==> config.mk <==
export PLATFORM = sky130hd
export DESIGN_NAME = mac_accumulator
export DESIGN_NICKNAME = d
export VERILOG_FILES = /design/src/rtl/mac_pkg.sv /design/src/rtl/multiplier_cla.sv /design/src/rtl/mac_accumulator.sv
export SDC_FILE = /design/constraint.sdc
export NUM_CORES = 1
export LEC_CHECK = 0
export CAP_MARGIN = 20
export CORE_MARGIN = 5
export CORE_UTILIZATION = 58
export CTS_CLUSTER_DIAMETER = 60
export DETAILED_ROUTE_END_ITERATION = 8
export PLACE_DENSITY = 0.92
export SYNTH_ARGS = -nofsm -noshare
export SYNTH_HDL_FRONTEND = slang
export SYNTH_SLANG_ARGS = --single-unit
==> constraint.sdc <==
create_clock -name clk -period 17 [get_ports clk]
set_input_delay 3.4 -clock clk [delete_from_list [all_inputs] [get_ports clk]]
set_output_delay 3.4 -clock clk [all_outputs]
set_load 0.01 [all_outputs]
==> src/rtl/mac_pkg.sv <==
// Shared types and helpers for the MAC accumulator slice.
package mac_pkg;

  typedef enum logic {
    ACCUM = 1'b0,
    DONE  = 1'b1
  } state_t;

  // Width needed to hold n products of two width-bit operands without loss.
  function automatic int acc_w(input int width, input int n);
    return 2 * width + $clog2(n);
  endfunction

endpackage

==> src/rtl/multiplier_cla.sv <==
// Combinational unsigned multiplier: shifted partial products summed with a
// generate/propagate carry-lookahead adder.
module multiplier_cla #(
  parameter int A_WIDTH = 8,
  parameter int B_WIDTH = 8
) (
  input  logic [A_WIDTH-1:0]         multicand,
  input  logic [B_WIDTH-1:0]         multiplier,
  output logic [A_WIDTH+B_WIDTH-1:0] product
);

  localparam int P_WIDTH = A_WIDTH + B_WIDTH;

  function automatic logic [P_WIDTH-1:0] cla_add(input logic [P_WIDTH-1:0] a,
                                                 input logic [P_WIDTH-1:0] b);
    logic [P_WIDTH-1:0] g;
    logic [P_WIDTH-1:0] p;
    logic [P_WIDTH-1:0] c;
    g = a & b;
    p = a ^ b;
    c = '0;
    for (int i = 0; i < P_WIDTH - 1; i++) begin
      c[i+1] = g[i] | (p[i] & c[i]);
    end
    return p ^ c;
  endfunction

  logic [P_WIDTH-1:0] partial;

  // NOTE: every variable written in always_comb gets a default first, so no path can infer a latch.
  always_comb begin
    partial = '0;
    for (int i = 0; i < B_WIDTH; i++) begin
      if (multiplier[i]) begin
        partial = cla_add(partial, P_WIDTH'(multicand) << i);
      end
    end
    product = partial;
  end

endmodule

==> src/rtl/mac_accumulator.sv <==
// Multiply-accumulate stage: multiplies operand pairs, sums N_TERMS registered
// products and hands the sum downstream over valid/ready.
module mac_accumulator
  import mac_pkg::*;
#(
  parameter int WIDTH     = 8,
  parameter int N_TERMS   = 4,
  parameter int ACC_WIDTH = acc_w(WIDTH, N_TERMS)
) (
  input  logic                 clk,
  input  logic                 rst_n,
  input  logic                 clear,
  input  logic                 in_valid,
  output logic                 in_ready,
  input  logic [WIDTH-1:0]     multicand,
  input  logic [WIDTH-1:0]     multiplier,
  output logic                 out_valid,
  input  logic                 out_ready,
  output logic [ACC_WIDTH-1:0] acc_out,
  output logic                 overflow
);

  localparam int PROD_W = 2 * WIDTH;
  localparam int CNT_W  = $clog2(N_TERMS + 1);
  localparam int SUM_W  = ((ACC_WIDTH > PROD_W) ? ACC_WIDTH : PROD_W) + 1;
  localparam logic [CNT_W-1:0] LAST    = CNT_W'(N_TERMS);
  localparam logic [CNT_W-1:0] LAST_M1 = CNT_W'(N_TERMS - 1);

  state_t               state;
  state_t               state_next;
  logic [PROD_W-1:0]    product;
  logic [PROD_W-1:0]    prod_q;
  logic                 prod_v;
  logic [CNT_W-1:0]     cnt_in;
  logic [CNT_W-1:0]     cnt_acc;
  logic [ACC_WIDTH-1:0] acc;
  logic [SUM_W-1:0]     sum;
  logic                 accept;
  logic                 take;

  multiplier_cla #(
    .A_WIDTH(WIDTH),
    .B_WIDTH(WIDTH)
  ) u_mult (
    .multicand (multicand),
    .multiplier(multiplier),
    .product   (product)
  );

  always_comb begin
    state_next = state;
    in_ready   = 1'b0;
    out_valid  = 1'b0;
    take       = 1'b0;
    case (state)
      ACCUM: begin
        in_ready = rst_n && !clear && (cnt_in < LAST);
        if (prod_v && (cnt_acc == LAST_M1)) state_next = DONE;
      end
      DONE: begin
        out_valid = 1'b1;
        take      = out_ready;
        if (out_ready) state_next = ACCUM;
      end
      default: state_next = ACCUM;
    endcase
  end

  assign accept  = in_valid && in_ready;
  assign sum     = SUM_W'(acc) + SUM_W'(prod_q);
  assign acc_out = acc;

  // NOTE: sequential state uses non-blocking (<=) so every register sees pre-edge values.
  always_ff @(posedge clk) begin
    if (!rst_n || clear) begin
      state    <= ACCUM;
      acc      <= '0;
      prod_v   <= 1'b0;
      cnt_in   <= '0;
      cnt_acc  <= '0;
      overflow <= 1'b0;
    end else begin
      state  <= state_next;
      prod_v <= accept;
      if (take) begin
        acc      <= '0;
        overflow <= 1'b0;
        cnt_in   <= '0;
        cnt_acc  <= '0;
      end else begin
        if (accept) cnt_in <= cnt_in + 1'b1;
        if (prod_v) begin
          acc     <= sum[ACC_WIDTH-1:0];
          cnt_acc <= cnt_acc + 1'b1;
          if (|sum[SUM_W-1:ACC_WIDTH]) overflow <= 1'b1;
        end
      end
    end
  end

  // NOTE: prod_q is pure datapath qualified by prod_v, so it carries no reset.
  always_ff @(posedge clk) begin
    if (accept) prod_q <= product;
  end

endmodule

==> results.md, run 1 <==
Outcome:
- The flow ran to the end, and the final reports show no timing, DRC or antenna violations.

Synthesis:
- Among all flip-flop cells after synthesis, the most frequent one is sky130_fd_sc_hd__dfxtp_1.
- By area the synthesized netlist is led by sky130_fd_sc_hd__fa_1 (24%), sky130_fd_sc_hd__dfxtp_1 (13%), sky130_fd_sc_hd__edfxtp_1 (12%).
- The area share of the largest cell type after synthesis is 0.2406.
- The count of cell types in the netlist is 38.
- The synthesized netlist occupies a cell area of 4078 um2.
- After synthesis, the most frequently instantiated cells are sky130_fd_sc_hd__fa_1 (49), sky130_fd_sc_hd__mux2i_1 (32), sky130_fd_sc_hd__nand2_1 (28), sky130_fd_sc_hd__nor2_1 (28).
- Synthesis produced 386 cells.
- The share of synthesized registers carrying an async set or reset is 0.
- When the netlist entered floorplanning its net count stood at 483.
- Yosys mapped a number of flops with a built-in enable equal to 16.
- Of the synthesized area, sequential elements account for 0.2504.
- sky130_fd_sc_hd__fa_1 is the most common cell in the netlist.
- The register bit count reported by yosys is 43.
- The total number of yosys warnings is 0.
- Each instance of the synthesized netlist takes up on average 10.56 um2.
- The largest total area in the synthesized netlist belongs to sky130_fd_sc_hd__fa_1.

Pwr:
- For this design the total switching power over the nets is 194.7 uW.
- The total power divided by cell area is 111.1 nW/um2.
- The fraction of power consumed by the clock network is 0.168.
- The internal power of the cells totals 324.9 uW.
- The fraction of power consumed by sequential logic is 0.249.
- VDD sags by at most 85.11 uV.
- The share of total power dissipated in combinational logic is 0.583.
- Summed over all cells, the static leakage comes to 1.866 nW.
- Of the total power, the share spent switching nets is 0.3747.

Worst setup path:
- On the worst path, the slowest cell contributes a delay of 730 ps.
- The reg-to-reg critical path startpoint is acc_out[0].
- The number of cells on the worst reg-to-reg path is 10.
- The reg-to-reg critical path endpoint is acc_out[16].
- Data on the critical path is required at its endpoint by 17030 ps.
- The category of the most critical setup path is in2reg.
- The slack of the worst reg-to-reg path is 14270 ps.
- The endpoint arrival time on the critical path is 14130 ps.
- In this run the worst path has a maximum fanout of 7.
- Among all stages on the critical path, the largest delay is contributed by sky130_fd_sc_hd__clkdlybuf4s50_1.
- The worst setup path is launched from a primary input.
- STA classifies the critical path endpoint as a flip-flop.
- The cell seen most often among critical-path stages is sky130_fd_sc_hd__fa_1.

Finish:
- The number of antenna repair diodes is 0.
- Of the cells placed in the final design, the portion with a size suffix greater than 1 is 0.09242.
- The post-synthesis to final-layout area growth is 14.73%.
- The number of nets in the layout is 518.
- The final cell utilization of the core is 0.6848.

Floorplan:
- The floorplan step defined a die boundary enclosing 8807 um2.
- After floorplanning, the core was divided into 30 placement rows.
- For this configuration, the core starts out at a cell density of 0.5969.
- From bottom edge to top edge, the die measures 93.85 um.
- In this run the horizontal extent of the chip is 93.85 um.
- Pin placement for this block handled 42 I/O pins.
- The placeable core region is 6832 um2.

Worst hold path:
- The number of cells traversed by the worst hold path is 1.
- The worst hold path belongs to the class reg2reg.
- The path with the worst hold slack has its endpoint at overflow.
- The startpoint of the tightest hold check path is overflow.

Routing:
- The routed wire length is 7768 um.
- The antenna violation net count after detailed routing is 0.
- After detailed routing, the number of remaining DRC violations is 0.
- The first TritonRoute pass finished after 4 iterations.
- The post-detailed-route via-to-cell ratio is 5.542.
- The first routing iteration left 129 violations.
- The vias after detailed routing is 2871.
- After detailed routing, the average wire length per cell comes to 15.00 um.

STA:
- The post-route clock skew is 8.038 ps.
- The transition time at the pin with the least slew margin is 873.1 ps.
- The post-route fraction of the period consumed by the critical path is 0.8292.
- The final count of hold timing violations came to 0.
- Setup repair after global routing left no endpoint under its margin.
- The final-report max-slew violation count is 0.
- The setup TNS after final layout is 0 ps.
- The maximum clock rate is 70.94 MHz.
- The routed design could run at a clock period as short as 14100 ps.
- Setup violations remaining at the end of the flow were counted as 0.
- In this run the tightest slew margin relative to its limit is 0.4180.

GRT:
- The number of antenna violations at the first check in global routing is 0.
- The number of global-route vias before repair is 3005.
- The global-route total usage across every layer is 0.1887.
- For this run, global-route usage on met1 was measured as 0.2209.
- met2 is the most crowded layer.
- The leftover overflow at the end of global routing is 0.
- The first global-routing pass estimated 13290 um of wire.
- In the global route stage, met3 resource usage came out at 0.02724.
- The largest net degree at the start of global routing is 22.
- For this run, global-route usage on met2 was measured as 0.3542.

Clock tree:
- The number of buffers added for setup after CTS is 0.
- The clock root buffer is sky130_fd_sc_hd__clkbuf_8.
- Clock-pin slew was measured on the worst setup and hold paths at 80 ps.
- For this design, the sink count on the clock tree is 43.
- The number of buffers on the longest clock path is 2.
- In this run the number of H-tree levels came out at 2.
- The clock network latency to the later pin of the worst-skew pair is 290 ps.
- The number of clock buffers inserted by TritonCTS is 5.
- The number of gates resized after CTS was 0.
- TritonCTS built the clock tree.
- The number of buffers inserted by hold repair at cts is 0.

Placement:
- The placer congestion estimate is 0.8933.
- The count of input and output buffers is 41.
- The detailed-placement wirelength estimate is 6501 um.

Job:
- The tool flagged a number of max-cap violations equal to 0.
==> routing by layer <==
layer,up-vias,part of all wire
met5,-,0
li1,1406,-
met1,1378,0.41
met3,9,0.044
met4,0,0.014
met2,78,0.53
==> power groups by stage <==
stage / sequential [mW] / combinational [mW] / clock [mW]
floorplan: 0.131 / 0.235 / 0
global placement: 0.132 / 0.275 / 0
detailed placement: 0.132 / 0.307 / 0
CTS: 0.129 / 0.309 / 0.0888
global route: 0.130 / 0.353 / 0.0937
finish: 0.129 / 0.303 / 0.0871
==> flip-flops by register name, summed over array words and instances (netlist names) <==
name      cells
prod_q       16
state         1
cnt_acc       3
cnt_in        3
prod_v        1
overflow      1
acc_out      18
==> area by class of cell <==
class | count | area (um2)
Multi-Input combinational cell | 305 | 2905
Fill cell | 522 | 2153
Sequential cell | 43 | 1021
Timing Repair Buffer | 41 | 410.4
Tap cell | 96 | 120.1
Clock buffer | 7 | 97.59
Inverter | 25 | 93.84
Clock inverter | 1 | 30.03
==> worst max path at each step <==
stage / to / startpoint
floorplan: prod_q[14] / multiplier[0]
global placement: prod_q[14] / multicand[1]
detailed placement: prod_q[14] / multicand[1]
CTS: prod_q[14] / multicand[1]
global route: prod_q[14] / multicand[1]
finish: prod_q[14] / multicand[1]
==> stage by stage <==
step / area [um2] / hold slack [ps] / instances / worst slack [ps] / power, mW
floorplan: 4078 / 438.2 / 386 / 3768 / 0.3653
global placement: 4551 / 446.2 / 510 / 2815 / 0.4066
detailed placement: 4551 / 466.5 / 510 / 2527 / 0.4384
CTS: 4678 / 485.7 / 518 / 2843 / 0.5271
global route: 4678 / 504.5 / 518 / 2387 / 0.5767
finish: 4678 / 482.7 / 518 / 2903 / 0.5197
==> critical path: cells and delay by family <==
kind          cells  cell delay (ps)
fa+ha+maj        20             7810
buf+inv           3              860
mux               7             1830
simple gates      1              220
==> placed cells by master, fill, tap and decap left out, drive strengths merged, types with 2 or more instances in the layout <==
cell           count
clkdlybuf4s50     41
clkbuf             7
inv               24
mux2i             32
dfxtp             27
edfxtp            16
o31ai              2
and3               3
xor2               5
a211oi             4
nor3               5
and2               5
a21o               5
a21boi             2
nand2b             9
xnor2              8
nor2              28
a21oi             24
ha                27
nand3              2
o21a               2
o22ai              4
nor2b              5
fa                49
nand2             28
mux2              31
o21ai             18
==> cells by family (layout without fill, tap and decap cells) <==
logic type	after synthesis	after routing	share of synthesized area
adder cells (fa/ha/maj)	76	76	0.3234
AND/OR/NAND/NOR	88	88	0.09880
buffers and inverters	38	74	0.03713
multiplexers	63	63	0.1678
XOR/XNOR	13	13	0.02792
flip-flops	43	43	0.2504
AO/OA/AOI/OAI	65	65	0.09451
Power figures use the tool's default switching activity.
==> run 2, diff against run 1 <==
--- a/config.mk
+++ b/config.mk
@@ -7,10 +7,10 @@
 export LEC_CHECK = 0
 export CAP_MARGIN = 20
 export CORE_MARGIN = 5
-export CORE_UTILIZATION = 58
+export CORE_UTILIZATION = 53
 export CTS_CLUSTER_DIAMETER = 60
 export DETAILED_ROUTE_END_ITERATION = 8
-export PLACE_DENSITY = 0.92
+export PLACE_DENSITY = 0.89
 export SYNTH_ARGS = -nofsm -noshare
 export SYNTH_HDL_FRONTEND = slang
 export SYNTH_SLANG_ARGS = --single-unit
==> constraint.sdc (replaced) <==
create_clock -name clk -period 12.6 [get_ports clk]
set_input_delay 2.52 -clock clk [delete_from_list [all_inputs] [get_ports clk]]
set_output_delay 2.52 -clock clk [all_outputs]
set_load 0.01 [all_outputs]
==> run 2 against run 1 <==
Sequential share of layout area is 1.6 points lower. Register-to-register slack lost 4400 ps. Die area up 8.4%. Largest cell class unchanged. Combinational power increased by 68%. Critical path depth down 1. Largest power group unchanged.
==> results.md, run 2 (synthesis gave the netlist of run 1 again) <==
Outcome:
- The run finished with clean final reports.

Floorplan:
- The total number of placement rows is 32 (+6.7%).
- The number of top-level design ports is 42 (unchanged).
- The overall die area came to 9548 um2 (+8.4%).
- The die outline height is 97.72 um (+4.1%).
- The effective utilization at floorplan was 0.5360 (-0.06087).
- The chip width is 97.72 um (+4.1%).
- The placeable core region is 7607 um2 (+11%).

Worst setup path:
- The number of logic stages on the critical path including buffering is 30 (-3.2%).
- The critical path starts at multiplier[0].
- The worst setup path is launched from a primary input.
- On the critical path the largest part of the delay comes from adder cells.
- The required time reported for the critical path endpoint was 12630 ps (-4400 ps).
- The reg-to-reg critical path startpoint is acc_out[0].
- The critical path capture point type is a flip-flop.
- The endpoint arrival time on the critical path was 12320 ps (-1810 ps).
- The worst path buffer plus inverter count was 2 (-1).
- The number of cells on the worst reg-to-reg path was 10 (unchanged).
- The destination of the critical timing path is prod_q[14].
- The slowest library cell on the worst path is sky130_fd_sc_hd__fa_1.
- The category of the most critical setup path is in2reg.
- The cell seen most often among critical-path stages is sky130_fd_sc_hd__fa_2.
- The delay of the slowest cell on the worst path is 490 ps (-240 ps).
- The slack of the worst reg-to-reg path is 9830 ps (-4440 ps).
- The largest fanout on the critical path came to 8 (+1).
- In this run the critical register-to-register path is captured at acc_out[16].

Routing:
- The routed length per placed instance was 16.06 um (+7.1%).
- The vias after detailed routing is 3039 (+5.9%).
- The antenna violation net count after detailed routing came to 0 (unchanged).
- The first-pass iteration count of the detailed router is 6 (+2).
- The post-detailed-route via-to-cell ratio is 5.576 (+0.61%).
- The remaining design rule violation count is 0 (unchanged).
- The detailed router's first-iteration violation count is 94 (-27%).
- The routed wire length is 8755 um (+13%).

Clock tree:
- The number of clock sinks seen by CTS was 43 (unchanged).
- The clock network latency to the later pin of the worst-skew pair is 300 ps (about the same).
- The number of buffers inserted by hold repair at cts is 0 (unchanged).
- The number of buffers on the longest clock path came to 2 (unchanged).
- TritonCTS built the clock tree.
- The deepest level of the CTS H-tree is 2 (unchanged).
- In this run the clock root is driven by a sky130_fd_sc_hd__clkbuf_8.
- The register clock-pin slew on the reported worst setup and hold paths is 90 ps (about the same).
- The number of clock buffers inserted by TritonCTS came to 5 (unchanged).

GRT:
- The largest net degree at the start of global routing came to 22 (unchanged).
- The global-route total usage across every layer was 0.1845 (-0.004228).
- The number of global-route vias before repair was 3289 (+9.5%).
- The number of antenna violations at the first check in global routing is 0 (unchanged).
- The leftover overflow at the end of global routing is 0 (unchanged).
- The wire length of the first global-routing pass came to 14610 um (+9.9%).

Finish:
- The library cell used most frequently in the layout, excluding fill and tap cells, is sky130_fd_sc_hd__clkdlybuf4s50_1.
- The post-layout instance area came to 5050 um2 (+7.9%).
- The number of antenna repair diodes was 0 (unchanged).
- In the layout the commonest cells are sky130_fd_sc_hd__clkdlybuf4s50_1 (37), sky130_fd_sc_hd__fa_2 (33), sky130_fd_sc_hd__nand2_1 (28), sky130_fd_sc_hd__nor2_1 (28), sky130_fd_sc_hd__dfxtp_1 (27).
- The flip-flop count of the largest register after layout came to 18 (unchanged).
- The post-synthesis to final-layout area growth is 23.84%.
- The number of nets in the layout is 539 (+4.1%).
- The layout cell share with drive strength beyond 1 was 0.2506 (+0.1581).

STA:
- The worst hold slack across all endpoints is 487.4 ps (+4.639 ps).
- The worst max-slew margin expressed relative to the limit is 0.3967 (-0.02128).
- The post-route clock skew is 7.512 ps (-0.5262 ps).
- The transition time at the pin with the least slew margin was 905.0 ps (+31.93 ps).
- The setup TNS after final layout came to 0 ps (unchanged).
- The final count of negative-setup-slack endpoints is 0 (unchanged).
- The final critical path time including I/O delays and setup is 12290 ps.
- The final-report max-slew violation count is 0 (unchanged).
- Setup repair after global routing left no endpoint under its margin.
- The final count of hold timing violations is 0 (unchanged).
- The maximum clock rate is 81.35 MHz.
- In the finished design, the share of the clock period the worst path needs comes to 0.9756.

Pwr:
- The worst voltage drop across the vdd grid is 132.9 uV (+56%).
- The static leakage power was 2.003 nW (+7.4%).
- The total power divided by cell area is 159.8 nW/um2 (+44%).

Placement:
- The placer congestion estimate is 0.8857 (-0.85%).
- The count of input and output buffers was 41 (unchanged).
- The placed standard-cell area is 4678 um2 (+2.8%).
- The detailed-placement wirelength estimate came to 6848 um (+5.3%).

Job:
- The total of max-cap violations is 0 (unchanged).

Worst hold path:
- The kind of path behind the tightest hold check is reg2reg.
## run 2: cell types whose count changed in the layout (fill, tap and decap cells not counted), moves of 3 or more
cell / delta
sky130_fd_sc_hd__dlymetal6s2s_1: +3
sky130_fd_sc_hd__fa_2: +33
sky130_fd_sc_hd__mux2i_1: -10
sky130_fd_sc_hd__buf_4: +21
sky130_fd_sc_hd__mux2_2: -11
sky130_fd_sc_hd__mux2_4: +11
sky130_fd_sc_hd__clkdlybuf4s50_1: -4
sky130_fd_sc_hd__fa_1: -33
sky130_fd_sc_hd__mux2i_2: +9
## run 2: metrics by stage
step | worst slack [ps] | power, mW | utilization | instances
3_3_place_gp | -520.1 | 0.5825 | 0.6150 | 532
5_1_grt | 7.642 | 0.8877 | 0.6638 | 545
6_report | 308.0 | 0.8069 | 0.6638 | 545
3_5_place_dp | -801.8 | 0.6275 | 0.6150 | 532
2_1_floorplan | 247.6 | 0.4928 | - | 386
4_1_cts | 16.36 | 0.7719 | 0.6456 | 541
## run 2: timing repair
| action | in CTS | in global routing |
|---|---|---|
| pin swaps | 4 | 22 |
| endpoints found under the setup margin | 3 | 2 |
| buffers inserted | 1 | 4 |
| resized for setup | 34 | 35 |
## run 2: worst register-to-register path, delay by kind of cell, from the launching register on
family,cells,cell delay (ps)
AO/OA/AOI/OAI,5,1180
adder cells (fa/ha/maj),2,590
buffers and inverters,1,60
flip-flops,1,360
AND/OR/NAND/NOR,2,520
## run 2: cell type report
type	instances	area, um2
Tap cell	102	127.6
Timing Repair Buffer	62	570.5
Fill cell	545	2557
Clock inverter	1	30.03
Multi-Input combinational cell	305	3105
Clock buffer	7	101.3
Inverter	25	93.84
Sequential cell	43	1021
## run 2: how the worst min path moves through the flow
stage / from / end / depth (start not counted)
2_1_floorplan: cnt_in[2] / cnt_in[2] / 2
3_3_place_gp: overflow / overflow / 1
3_5_place_dp: overflow / overflow / 1
4_1_cts: overflow / overflow / 1
5_1_grt: overflow / overflow / 1
6_report: overflow / overflow / 1
## run 2: metal layers
| layer | GRT usage | up-vias | part of all wire |
|---|---|---|---|
| met4 | 0.07455 | 0 | 0.031 |
| met3 | 0.03230 | 21 | 0.045 |
| met2 | 0.3390 | 95 | 0.54 |
| met5 | 0 | - | 0 |
| li1 | - | 1445 | - |
| met1 | 0.2112 | 1478 | 0.39 |
## run 2: where the power goes
group | internal (mW) | switching, mW | leakage [nW]
clock | 0.0734 | 0.0478 | 0.0670
sequential | 0.170 | 0.00504 | 0.366
combinational | 0.269 | 0.242 | 1.57
==> run 3, diff against run 2 <==
--- a/config.mk
+++ b/config.mk
@@ -6,11 +6,14 @@
 export NUM_CORES = 1
 export LEC_CHECK = 0
 export CAP_MARGIN = 20
+export CORE_ASPECT_RATIO = 1.2
 export CORE_MARGIN = 5
 export CORE_UTILIZATION = 53
 export CTS_CLUSTER_DIAMETER = 60
 export DETAILED_ROUTE_END_ITERATION = 8
+export GPL_TIMING_DRIVEN = 0
 export PLACE_DENSITY = 0.89
 export SYNTH_ARGS = -nofsm -noshare
 export SYNTH_HDL_FRONTEND = slang
+export SYNTH_HIERARCHICAL = 1
 export SYNTH_SLANG_ARGS = --single-unit
==> run 3 against run 2 <==
The run now ends with negative setup slack left. First-iteration DRC count is 48% higher. Clock skew rose by 1.6 ps. Count of clock-buffer cells in the layout is 1 lower. Utilization up 0.33 points. Worst hold slack got worse by 23 ps. Cell area rose by 8.3%. Synthesized area grew 10%. Critical path type unchanged.
==> results.md, run 3 <==
Routing:
- The vias after detailed routing is 3688 (+21%).
- The routed length per placed instance is 16.69 um (+3.9%).
- The remaining design rule violation count was 0 (unchanged).
- The routed wire length was 10650 um (+22%).
- The detailed router's first-iteration violation count is 139 (+48%).
- The antenna violation net count after detailed routing is 0 (unchanged).
- The post-detailed-route via-to-cell ratio is 5.781 (+3.7%).
- The first-pass iteration count of the detailed router came to 4 (-2).

STA:
- The post-route fraction of the period consumed by the critical path came to 1.017 (+0.04126).
- The maximum clock rate came to 78.05 MHz (-4.1%).
- The final critical path time including I/O delays and setup is 12810 ps (+519.8 ps).
- The final-report max-slew violation count was 0 (unchanged).
- The worst max-slew margin expressed relative to the limit is 0.5480 (+0.1513).
- The transition time at the pin with the least slew margin was 678.1 ps (-226.9 ps).
- The final count of hold timing violations is 0 (unchanged).
- The post-route clock skew is 9.066 ps (+1.554 ps).
- Setup repair after global routing could not meet its margin everywhere.
- The final setup slack of the worst path is -211.8 ps (-519.8 ps).
- The final count of negative-setup-slack endpoints was 1 (+1).

Worst setup path:
- The required time reported for the critical path endpoint is 12660 ps (+30 ps).
- Among the stages of the critical path, the cell type that occurs most often is sky130_fd_sc_hd__fa_2.
- The worst setup path is launched from a primary input.
- The endpoint arrival time on the critical path is 12870 ps (+550 ps).
- The largest fanout on the critical path is 2 (-6).
- The worst setup path is captured at a flip-flop.
- Among all stages on the critical path, the largest delay is contributed by sky130_fd_sc_hd__fa_2.
- The category of the most critical setup path is in2reg.
- The delay of the slowest cell on the worst path is 560 ps (+70 ps).

Worst hold path:
- The kind of path behind the tightest hold check is reg2reg.

Outcome:
- The flow ran to the end, but the final reports show violations.
- The final reports fail on negative setup slack.

GRT:
- The wire length of the first global-routing pass is 17990 um (+23%).
- The largest net degree at the start of global routing is 20 (-9.1%).
- The leftover overflow at the end of global routing came to 0 (unchanged).
- The number of global-route vias before repair is 3925 (+19%).
- The number of antenna violations at the first check in global routing is 0 (unchanged).
- The global-route total usage across every layer was 0.2130 (+0.02851).

Floorplan:
- The total number of placement rows was 36 (+13%).
- The chip width was 94.17 um (-3.6%).
- The number of top-level design ports is 42 (unchanged).
- The effective utilization at floorplan was 0.5496 (+0.01358).
- The overall die area is 10450 um2 (+9.5%).
- The die outline height was 111 um (+14%).
- The placeable core region is 8198 um2 (+7.8%).

Clock tree:
- The number of clock sinks seen by CTS came to 43 (unchanged).
- The number of buffers on the longest clock path came to 2 (unchanged).
- The register clock-pin slew on the reported worst setup and hold paths came to 90 ps (about the same).
- The number of clock buffers inserted by TritonCTS is 5 (unchanged).
- The clock network latency to the later pin of the worst-skew pair is 300 ps (about the same).
- The clock root buffer is sky130_fd_sc_hd__clkbuf_8.
- The deepest level of the CTS H-tree is 2 (unchanged).
- TritonCTS built the clock tree.

Synthesis:
- The count of cell types in the netlist came to 67 (+76%).
- The average cell area after synthesis is 9.795 um2 (-7.3%).
- The mapped cell area is 4506 um2 (+10%).
- The area share of the largest cell type after synthesis is 0.2177 (-0.02285).
- In the post-synthesis netlist, the biggest area contributors are sky130_fd_sc_hd__fa_1 (22%), sky130_fd_sc_hd__dfxtp_1 (12%), sky130_fd_sc_hd__edfxtp_1 (11%).
- The number of synthesized flops with an enable pin is 16 (unchanged).
- The biggest area consumer among synthesized cells is sky130_fd_sc_hd__fa_1.
- The sequential-to-total area share from yosys stat came to 0.2266 (-0.02378).
- The most used flip-flop cell after synthesis is sky130_fd_sc_hd__dfxtp_1.
- The register bit count reported by yosys was 43 (unchanged).
- The number of nets in the synthesized netlist was 557 (+15%).
- The total number of yosys warnings came to 6 (+6).
- The commonest cells after synthesis are sky130_fd_sc_hd__fa_1 (49), sky130_fd_sc_hd__inv_1 (37), sky130_fd_sc_hd__nand2_1 (33), sky130_fd_sc_hd__dfxtp_1 (27), sky130_fd_sc_hd__ha_1 (27).
- The cell count after synthesis came to 460 (+19%).
- The share of synthesized registers carrying an async set or reset is 0 (unchanged).
- The most frequent cell after synthesis is sky130_fd_sc_hd__fa_1.

Finish:
- The library cell used most frequently in the layout, excluding fill and tap cells, is sky130_fd_sc_hd__clkdlybuf4s50_1.
- The count of placed standard cells in the final layout, fillers left out is 638 (+17%).
- The final cell utilization of the core is 0.6671 (+0.003309).
- The layout cell share with drive strength beyond 1 came to 0.2309 (-0.01965).
- The number of nets in the layout came to 620 (+15%).
- The flip-flop count of the largest register after layout is 18 (unchanged).
- The number of antenna repair diodes is 0 (unchanged).
- The post-synthesis to final-layout area growth is 21.38%.
- The library cells used most frequently in the layout, excluding fill and tap cells, are sky130_fd_sc_hd__clkdlybuf4s50_1 (34), sky130_fd_sc_hd__inv_1 (33), sky130_fd_sc_hd__nand2_1 (29).
- The post-layout instance area is 5469 um2 (+8.3%).

Placement:
- The post-place setup slack was -1511 ps (-709.7 ps).
- The placer congestion estimate is 0.9468 (+6.9%).
- The detailed-placement wirelength estimate is 8190 um (+20%).
- The placed standard-cell area is 5066 um2 (+8.3%).
- The count of placed standard cells including taps came to 613 (+15%).
- The count of input and output buffers was 39 (-4.9%).

Job:
- The total of max-cap violations is 0 (unchanged).

Pwr:
- The static leakage power is 2.235 nW (+12%).
- The sum of internal, switching and leakage power is 672.6 uW (-17%).
- The total power divided by cell area came to 123.0 nW/um2 (-23%).
- The worst voltage drop across the vdd grid is 81.59 uV (-39%).
## run 3: cell types whose count changed after synthesis, moves of 9 or more
cell / change
sky130_fd_sc_hd__nand3_1: +10
sky130_fd_sc_hd__mux2_2: -12
sky130_fd_sc_hd__nand2b_1: +9
sky130_fd_sc_hd__inv_1: +13
sky130_fd_sc_hd__mux2i_1: -12
## run 3: cell type report
cell class	instances	area (um2)
multi-input combinational	356	3428
fill	649	2729
sequential	43	1021
timing repair buffer	56	511.7
inverter	39	150.1
tap	114	142.6
buffer	22	107.6
clock buffer	6	93.84
clock inverter	2	13.76
## run 3: repair_timing
action | CTS | global route
pin swaps | 28 | 20
gates resized for setup | 62 | 7
setup endpoints to repair | 4 | 3
gates cloned | 0 | 0
setup buffers | 15 | 1
hold buffers | 0 | 0
## run 3: worst max-delay path: cells and delay by family
kind / cells / cell delay (ps)
adder cells (fa/ha/maj): 20 / 7690
multiplexers: 4 / 1150
AND/OR/NAND/NOR: 5 / 600
AO/OA/AOI/OAI: 3 / 570
buffers and inverters: 5 / 320
## run 3: worst paths after layout
| kind | from | end | slack (ps) | cells past startpoint |
|---|---|---|---|---|
| setup reg to reg | prod_q[0] | acc_out[16] | 10070 | 8 |
| hold / removal | overflow | overflow | 460 | 2 |
| setup / recovery | multiplier[0] | prod_q[14] | -210 | 37 |
| hold reg to reg | overflow | overflow | 460 | 2 |
## run 3: metrics by stage
stage / hold WS, ps / TNS [ps]
floorplan: 438.2 / -368.8
global placement: 437.4 / -2935
detailed placement: 454.3 / -4301
CTS: 474.6 / -314.6
global route: 498.5 / -455.7
finish: 464.3 / -211.8
## run 3: report_power, final
part	switching (mW)	internal (mW)	leakage [nW]	total, mW
Combinational	0.206	0.206	1.81	0.411
Sequential	0.00286	0.158	0.366	0.161
Clock	0.0489	0.0510	0.0563	0.0999
## run 3: metal layers
layer	track usage	share of wire
met1	0.2356	0.38
met2	0.3892	0.54
met3	0.02716	0.039
met4	0.1079	0.044
met5	0	0
## run 3: kinds of logic (layout without fill, tap and decap cells)
| kind of cell | count (synthesis) | count (layout) | synth area share |
|---|---|---|---|
| flops | 43 | 43 | 0.2266 |
| xor+xnor | 11 | 11 | 0.02138 |
| fa+ha+maj | 76 | 76 | 0.2927 |
| mux | 36 | 36 | 0.08497 |
| compound gates | 91 | 91 | 0.1439 |
| simple gates | 142 | 142 | 0.1755 |
| buf+inv | 61 | 125 | 0.05498 |
==> RTL change: new RTL, flow settings as in run 1 <==
`N_TERMS`: 4 -> 2.
--- a/src/rtl/mac_accumulator.sv
+++ b/src/rtl/mac_accumulator.sv
@@ -5,5 +5,5 @@
 #(
   parameter int WIDTH     = 8,
-  parameter int N_TERMS   = 4,
+  parameter int N_TERMS   = 2,
   parameter int ACC_WIDTH = acc_w(WIDTH, N_TERMS)
 ) (
Ports: changed (resized acc_out); port bits go from 42 to 41. No check against the original RTL was run, so the function may have changed too.
==> RTL change against run 1 <==
Total power decreased by 18%. Area after synthesis increased by 0.25%. Wire length increased by 0.95%. Sequential cell count decreased by 3. Die area increased by 0.22%. Critical path type unchanged. Clock power decreased by 27%. Worst setup slack got worse by 0.35 ns. Final area decreased by 1.2%. Highest routed layer unchanged. Sequential power decreased by 8%. Via count increased by 5.1%. Synthesized cell count increased by 3.6%. Count of clock-buffer cells in the layout decreased by 2.
==> RTL change: results (changes against run 1) <==
Drt
  – DRT iter0 DRCs: 97 (-25%)
  – DR vias/cell: 5.705 (+2.9%)
  – Routed WL: 7842 µm (+0.95%)

Synthesis
  – Post-synthesis mux area share: 13.35% (-3.4 points)
  – Synth Area in XOR/XNOR: 1.500% (-1.3 points)
  – Synth Area in Compound Gates: 9.734% (+0.28 points)
  – Post-Syn Nets: 495 (+2.5%)
  – Synth Area in Adders: 31.65% (-0.69 points)
  – Sequential share of the synthesized area: 23.51% (-1.5 points)
  – Synth cell count leaders: fa_1, inv_1, mux2i_1
  – Number of distinct library cells after synthesis: 51 (+34%)
  – Top post-synthesis cells by area: fa_1, dfxtp_1, edfxtp_1, ha_1, mux2i_1

Pwr
  – P_leak: 0.001873 µW (+0.42%)
  – Power Clock: 63.3 µW (-27%)
  – Comb pwr: 246 µW (-19%)
  – Worst vdd ir: 0.06022 mV (-29%)
  – Seq power: 119 µW (-8%)

Cells and area
  – Fill cells: 528 (+1.1%)
  – Largest register FFs: 17 (-1)
  – Fraction of layout cells with a size suffix above 1: 9.007% (-0.23 points)
  – NumNets Final: 527 (+1.7%)

Status
  – Status: completed

Global route
  – Number of global-route vias before repair: 3023 (+0.60%)
  – Largest net degree at the start of global routing: 28 (+27%)
  – Total Routing Usage GR: 19.12% (+0.25 points)
  – Global-route wire length before repair: 13520 µm (+1.8%)

Setup path
  – R2R cell count: 4 (-6)
  – RR Endpoint: acc_out[12]
  – R2R setup slack: 14.19 ns (-0.08 ns)
  – Worst EP arrival: 14.48 ns (+0.35 ns)

Timing
  – Slew Limit Headroom: 29.32% (-12 points)
  – Clock Skew: 0.007884 ns (-0.0001544 ns)

Placed design
  – Gpl congestion: 0.8420 (-5.7%)
  – Post-DP HPWL: 6593 µm (+1.4%)
  – Cell Area, Placed: 0.004533 mm² (-0.38%)
  – IO Port Bufs: 40 (-2.4%)
==> RTL change: changes by cell type after synthesis, sizes merged, moves of 5 or more <==
cell / run 1 / this run
a21oi: 24 / 19
inv: 24 / 29
mux2: 31 / 22
nand3: 2 / 13
nor2: 28 / 20
nor3: 5 / 10
o21ai: 18 / 12
or2: 0 / 5
==> RTL change: area by class of cell <==
class | instances | share of cell area, %
Clock buffer | 5 | 1.489
Clock inverter | 3 | 0.4062
Inverter | 30 | 2.437
Multi-Input combinational cell | 315 | 63.61
Sequential cell | 40 | 20.80
Tap cell | 96 | 2.600
Timing Repair Buffer | 40 | 8.665
==> RTL change: per-stage QoR <==
step	instances	setup WS [ns]	utilization, %	hold WS (ns)
6_report	529	2.553	67.64	0.4914
2_1_floorplan	400	3.492	-	0.4382
3_3_place_gp	521	2.555	66.36	0.4535
5_1_grt	529	2.076	67.64	0.5211
3_5_place_dp	521	2.167	66.36	0.4752
4_1_cts	529	2.496	67.64	0.4915
==> RTL change: worst min path at each step <==
| stage | start | endpoint | slack (ns) | depth (start not counted) |
|---|---|---|---|---|
| after floorplan | cnt_in[1] | cnt_in[1] | 0.44 | 2 |
| after global placement | cnt_in[1] | cnt_in[1] | 0.45 | 2 |
| after detailed placement | acc_out[16] | acc_out[16] | 0.48 | 2 |
| after CTS | acc_out[16] | acc_out[16] | 0.49 | 2 |
| after global routing | acc_out[13] | acc_out[13] | 0.52 | 2 |
| final | acc_out[16] | acc_out[16] | 0.49 | 2 |
==> RTL change: metal layers <==
| metal | vias up | share of wire (%) | GRT usage (%) |
|---|---|---|---|
| li1 | 1466 | - | - |
| met1 | 1480 | 42 | 22.93 |
| met2 | 60 | 53 | 35.25 |
| met3 | 12 | 3.6 | 2.564 |
| met4 | 0 | 1.8 | 5.897 |
| met5 | - | 0 | 0 |
